$ cat src/rtl/riscpipe_pkg.sv
// Shared pipeline types and constants for the riscpipe IF/ID stage.
package riscpipe_pkg;

  // Default width of every fetch-bundle field.
  localparam int unsigned DATA_W = 16;

  // Instruction word presented to decode when no bundle is held.
  localparam logic [DATA_W-1:0] NOP_IR = 16'hFFFF;

  // Fetch bundle carried from fetch to decode.
  typedef struct packed {
    logic [DATA_W-1:0] curr_pc;
    logic [DATA_W-1:0] pc_p1;
    logic [DATA_W-1:0] ir;
    logic [DATA_W-1:0] count;
  } ifid_bundle_t;

  // Bundle seen after reset: zero PCs/count, NOP instruction.
  function automatic ifid_bundle_t reset_bundle(input logic [DATA_W-1:0] nop_ir);
    ifid_bundle_t b;
    b.curr_pc = '0;
    b.pc_p1   = '0;
    b.ir      = nop_ir;
    b.count   = '0;
    return b;
  endfunction

endpackage

$ cat src/rtl/ifid_entry.sv
// One IF/ID bundle register with its valid bit.
// Clear drops the entry and forces the IR to the NOP value while keeping the
// PC and count fields, so an emptied head still shows its last PC/count.
module ifid_entry
  import riscpipe_pkg::*;
#(
  parameter logic [DATA_W-1:0] CLR_IR = NOP_IR
) (
  input  logic         clk,
  input  logic         rst,
  input  logic         load,
  input  logic         clear,
  input  ifid_bundle_t d,
  output ifid_bundle_t q,
  output logic         valid
);

  // Bundle storage: reset > clear > load.
  always_ff @(posedge clk) begin
    if (rst) begin
      q     <= reset_bundle(CLR_IR);
      valid <= 1'b0;
    end else if (clear) begin
      q.ir  <= CLR_IR;
      valid <= 1'b0;
    end else if (load) begin
      q     <= d;
      valid <= 1'b1;
    end
  end

endmodule

$ cat src/rtl/ifid_skid_stage.sv
// IF/ID pipeline stage: valid/ready handshake between fetch and decode with
// flush (NOP injection) and a partial-stall mode that freezes the PC fields.
// Build option: define IFID_SKID_EN for a two-entry skid buffer with a
// registered in_ready; leave it undefined for a single entry with
// in_ready = !out_valid || out_ready.
module ifid_skid_stage #(
  parameter int unsigned       DATA_W = riscpipe_pkg::DATA_W,
  parameter logic [DATA_W-1:0] NOP_IR = DATA_W'(riscpipe_pkg::NOP_IR)
) (
  input  logic              clk,
  input  logic              rst,
  input  logic              in_valid,
  output logic              in_ready,
  input  logic [DATA_W-1:0] in_curr_pc,
  input  logic [DATA_W-1:0] in_pc_p1,
  input  logic [DATA_W-1:0] in_ir,
  input  logic [DATA_W-1:0] in_count,
  input  logic              hold_pc,
  input  logic              flush,
  output logic              out_valid,
  input  logic              out_ready,
  output logic [DATA_W-1:0] out_curr_pc,
  output logic [DATA_W-1:0] out_pc_p1,
  output logic [DATA_W-1:0] out_ir,
  output logic [DATA_W-1:0] out_count
);

  import riscpipe_pkg::*;

  // Bundle fields are sized by the shared package type.
  localparam int unsigned BW = riscpipe_pkg::DATA_W;

  ifid_bundle_t  in_beat;
  ifid_bundle_t  head_d;
  ifid_bundle_t  head_q;
  logic          head_valid;
  logic          head_load;
  logic          head_clear;
  logic          accept;
  logic          consume;
  logic [BW-1:0] last_pc_cur;
  logic [BW-1:0] last_pc_p1;

  assign accept  = in_valid && in_ready;
  assign consume = head_valid && out_ready;

  // Incoming beat as it will be stored; a partial stall reuses the last PCs.
  always_comb begin
    in_beat.curr_pc = hold_pc ? last_pc_cur : BW'(in_curr_pc);
    in_beat.pc_p1   = hold_pc ? last_pc_p1  : BW'(in_pc_p1);
    in_beat.ir      = BW'(in_ir);
    in_beat.count   = BW'(in_count);
  end

  // PCs of the most recently accepted beat; flush leaves them untouched.
  always_ff @(posedge clk) begin
    if (rst) begin
      last_pc_cur <= '0;
      last_pc_p1  <= '0;
    end else if (!flush && accept) begin
      last_pc_cur <= in_beat.curr_pc;
      last_pc_p1  <= in_beat.pc_p1;
    end
  end

`ifdef IFID_SKID_EN

  ifid_bundle_t skid_q;
  logic         skid_valid;
  logic         skid_load;
  logic         skid_clear;

  // Stage accepts whenever the skid slot is free; driven straight from a flop.
  assign in_ready = !skid_valid;

  // Occupancy control for head and skid entries.
  always_comb begin
    head_load  = 1'b0;
    head_clear = 1'b0;
    skid_load  = 1'b0;
    skid_clear = 1'b0;
    head_d     = in_beat;
    if (flush) begin
      head_clear = 1'b1;
      skid_clear = 1'b1;
    end else if (!head_valid) begin
      head_load = accept;
    end else if (skid_valid) begin
      if (consume) begin
        head_load  = 1'b1;
        head_d     = skid_q;
        skid_clear = 1'b1;
      end
    end else if (consume) begin
      head_load  = accept;
      head_clear = !accept;
    end else begin
      skid_load = accept;
    end
  end

  ifid_entry #(
    .CLR_IR (BW'(NOP_IR))
  ) u_skid (
    .clk   (clk),
    .rst   (rst),
    .load  (skid_load),
    .clear (skid_clear),
    .d     (in_beat),
    .q     (skid_q),
    .valid (skid_valid)
  );

`else

  // Single entry: accept when empty or when the held bundle leaves this cycle.
  assign in_ready = !head_valid || out_ready;

  // Occupancy control for the lone head entry.
  always_comb begin
    head_load  = 1'b0;
    head_clear = 1'b0;
    head_d     = in_beat;
    if (flush) begin
      head_clear = 1'b1;
    end else if (accept) begin
      head_load = 1'b1;
    end else if (consume) begin
      head_clear = 1'b1;
    end
  end

`endif

  ifid_entry #(
    .CLR_IR (BW'(NOP_IR))
  ) u_head (
    .clk   (clk),
    .rst   (rst),
    .load  (head_load),
    .clear (head_clear),
    .d     (head_d),
    .q     (head_q),
    .valid (head_valid)
  );

  assign out_valid   = head_valid;
  assign out_curr_pc = DATA_W'(head_q.curr_pc);
  assign out_pc_p1   = DATA_W'(head_q.pc_p1);
  assign out_ir      = DATA_W'(head_q.ir);
  assign out_count   = DATA_W'(head_q.count);

endmodule

$ cat config.mk
export PLATFORM = sky130hd
export DESIGN_NAME = ifid_skid_stage
export DESIGN_NICKNAME = d
export VERILOG_FILES = /design/src/rtl/riscpipe_pkg.sv /design/src/rtl/ifid_entry.sv /design/src/rtl/ifid_skid_stage.sv
export SDC_FILE = /design/constraint.sdc
export NUM_CORES = 1
export LEC_CHECK = 0
export CORE_ASPECT_RATIO = 1.4
export CORE_UTILIZATION = 35
export DETAILED_ROUTE_END_ITERATION = 8
export GPL_TIMING_DRIVEN = 1
export PLACE_DENSITY = 0.69
export RECOVER_POWER = 100
export SLEW_MARGIN = 30
export SYNTH_ARGS = -nofsm -noshare
export SYNTH_HDL_FRONTEND = slang
export SYNTH_SLANG_ARGS = --single-unit
$ cat constraint.sdc
create_clock -name clk -period 1.4 [get_ports clk]
set_input_delay 0.28 -clock clk [delete_from_list [all_inputs] [get_ports clk]]
set_output_delay 0.28 -clock clk [all_outputs]
set_load 0.1 [all_outputs]
==> results.sh <==
export IMPL_min_delay_path_class="in2reg"
export IMPL_synth_edf_count=0
export IMPL_clkLatencyLatePin_ps=340
export IMPL_ys_flop_type="dfxtp_1"
export IMPL_critPathMaxFanout=3
export IMPL_crit_start="u_head.valid"
export IMPL_relSlewSlack=0.750
export IMPL_synth_area_leaders="dfxtp_1 (45%), a21oi_1 (9.3%), mux2i_1 (7.4%)"
export IMPL_fin_skew_ps=2.70
export IMPL_antenna_found_initial=0
export IMPL_drive_above_1_share=0.287
export IMPL_syn_to_final_growth_pct=45.6
export IMPL_grt_pass1_wl_mm=19.7
export IMPL_regArea_um2=1950
export IMPL_hold_start="rst"
export IMPL_clock_sinks=97
export IMPL_multi_input_area_um2=2140
export IMPL_die_w_um=95.8
export IMPL_layout_commonest_cell="dfxtp_1"
export IMPL_setup_violations=0
export IMPL_placementRows=47
export IMPL_max_stage_delay_ps=340
export IMPL_numCtsBuffers=9
export IMPL_hold_viol=0
export IMPL_gr_total_overflow=0
export IMPL_fmax_ghz=0.734
export IMPL_ir_drop_v=0.000677
export IMPL_syn_inst=452
export IMPL_drt_first_pass_iters=5
export IMPL_core_um2=11900
export IMPL_power_density_nw_per_um2=1180
export IMPL_wire_per_inst_um=17.2
export IMPL_cp_slowest_cell="dfxtp_4"
export IMPL_dp_hpwl_mm=8.41
export IMPL_r2r_start="u_head.valid"
export IMPL_cts_hold_buf=0
export IMPL_dpl_cell_area_um2=6710
export IMPL_required_ps=1120
export IMPL_cts_root_buffer="clkbuf_16"
export IMPL_rsz0062_at_grt="true"
export IMPL_grtUsageTotal=0.196
export IMPL_synth_top_cell_by_area="dfxtp_1"
export IMPL_synth_top_area_share=0.450
export IMPL_n_fill_cell=1077
export IMPL_io_pins=136
export IMPL_portBuffers=135
export IMPL_grt_pass1_vias=3972
export IMPL_cp_top_family="flip-flops"
export IMPL_worstPathArrival_ps=1080
export IMPL_syn_mean_instance_area_um2=9.54
export IMPL_async_flop_share=0
export IMPL_status="completed"
export IMPL_period_share=0.973
export IMPL_cp_end_kind="primary output"
export IMPL_finalMaxSlewViolations=0
export IMPL_crit_buf_inv=2
export IMPL_met2_usage=0.322
export IMPL_grt_use_met3=0.0371
export IMPL_layout_common_cells="dfxtp_1 (96), a21oi_1 (72), clkdlybuf4s50_1 (65)"
export IMPL_postRouteAntennaNets=0
export IMPL_path_cells="nor2b_4 -> inv_6 -> buf_12"
export IMPL_synth_nets=522
export IMPL_gp_congestion=0.766
export IMPL_drc=0
export IMPL_dieArea_um2=12800
export IMPL_vias=4068
export IMPL_die_h_um=133
export IMPL_initial_utilization=0.361
export IMPL_post_drt_via_cell_ratio=5.58
export IMPL_yosysUniqueCellTypes=22
export IMPL_wirelength_mm=12.6
export IMPL_drtIter0Drc=254
export IMPL_htree_num_levels=3
export IMPL_final_nets=647
export IMPL_p_leak_nw=2.35
export IMPL_period_needed_ps=1360
export IMPL_antenna_cells=0
export IMPL_ys_warn_count=0
export IMPL_final_cell_area_um2=6280
export IMPL_tightestPinTransition_ps=375
export IMPL_ys_seq_elements=97
export IMPL_yosysSeqAreaShare=0.450
export IMPL_fin_util=0.526
export IMPL_worst_setup_path_type="reg2out"
export IMPL_netlist_area_um2=4310
export IMPL_path_clk_slew_ps=70
export IMPL_cts_tree="yes"
export IMPL_clk_path_buf_depth=2
export IMPL_top_usage_layer="met2"
export IMPL_grt_use_met1=0.248
export IMPL_grt_max_degree=81
export IMPL_cap_violations=0
export IMPL_critPathLaunchType="flop"
[what timing repair did]
action	CTS	global route
cloned	0	1
buffers inserted	3	1
setup endpoints to repair	4	32
resized for setup	4	5
pin swaps	0	0
[flip-flops by register name, indices dropped and copies added, names as in the netlist]
name,cells
last_pc_p1,16
u_head.q,64
last_pc_cur,16
u_head.valid,1
[metal layers]
layer | up-vias | wire, um | part of all wire
li1 | 1965 | - | -
met1 | 1955 | 5350 | 0.43
met2 | 136 | 6300 | 0.50
met3 | 12 | 756 | 0.060
met4 | 0 | 161 | 0.013
met5 | - | 0 | 0
[power by group]
group	switching [W]	internal (W)	total, W	leakage (nW)
Combinational	0.00118	0.000569	0.00175	1.39
Sequential	0.0000736	0.00289	0.00296	0.794
Clock	0.00106	0.00166	0.00271	0.166
[cells in the mapped netlist, types with 6 or more instances]
| cell | count |
|---|---|
| dfxtp_1 | 97 |
| a21oi_1 | 80 |
| nand3_1 | 39 |
| mux2i_1 | 32 |
| nand4b_1 | 32 |
| o21ai_0 | 32 |
| o31ai_1 | 32 |
| a211oi_1 | 25 |
| buf_2 | 24 |
| clkbuf_1 | 21 |
| nand3_2 | 9 |
| buf_6 | 8 |
| a211oi_2 | 7 |
| buf_4 | 6 |
[worst paths after layout]
check / cells after the start / endpoint / slack [ps]
setup reg to reg: 5 / last_pc_p1[0] / 70
setup / recovery: 3 / in_ready / 40
hold reg to reg: 2 / last_pc_p1[1] / 470
hold / removal: 4 / u_head.q[20] / 370
[kinds of logic (layout without fill, tap and decap cells)]
logic type / count (synthesis) / after routing / share of synthesized area
simple gates: 84 / 84 / 0.139
mux: 32 / 32 / 0.0742
buf+inv: 61 / 191 / 0.0798
flops: 97 / 97 / 0.450
compound gates: 178 / 178 / 0.257
[per-stage QoR]
step           total power (W)  hold WS, ps  setup slack [ps]  cells  TNS (ps)
2_1_floorplan          0.00421          406              -128    452     -2410
3_3_place_gp           0.00504          453              -311    708    -25850
3_5_place_dp           0.00507          460              -371    708    -29140
4_1_cts                0.00777          358              13.4    727         0
5_1_grt                0.00768          376             -4.46    729     -11.1
6_report               0.00743          370              38.4    729         0
[worst reg2reg max path, cell delays in order, from the launching register on]
cell     delay, ps
dfxtp_4        340
nor2b_4        140
buf_4          160
buf_4          200
o31ai_1        270
a21oi_1        100
[final cells by class]
type	count	area share
clock buffers	11	0.0402
flip-flops and latches	97	0.310
multi-input cells	294	0.341
clock inverters	5	0.0122
inverters	2	0.00199
repair buffers	173	0.265
well taps	147	0.0293
(Power assumes the default switching activity.)
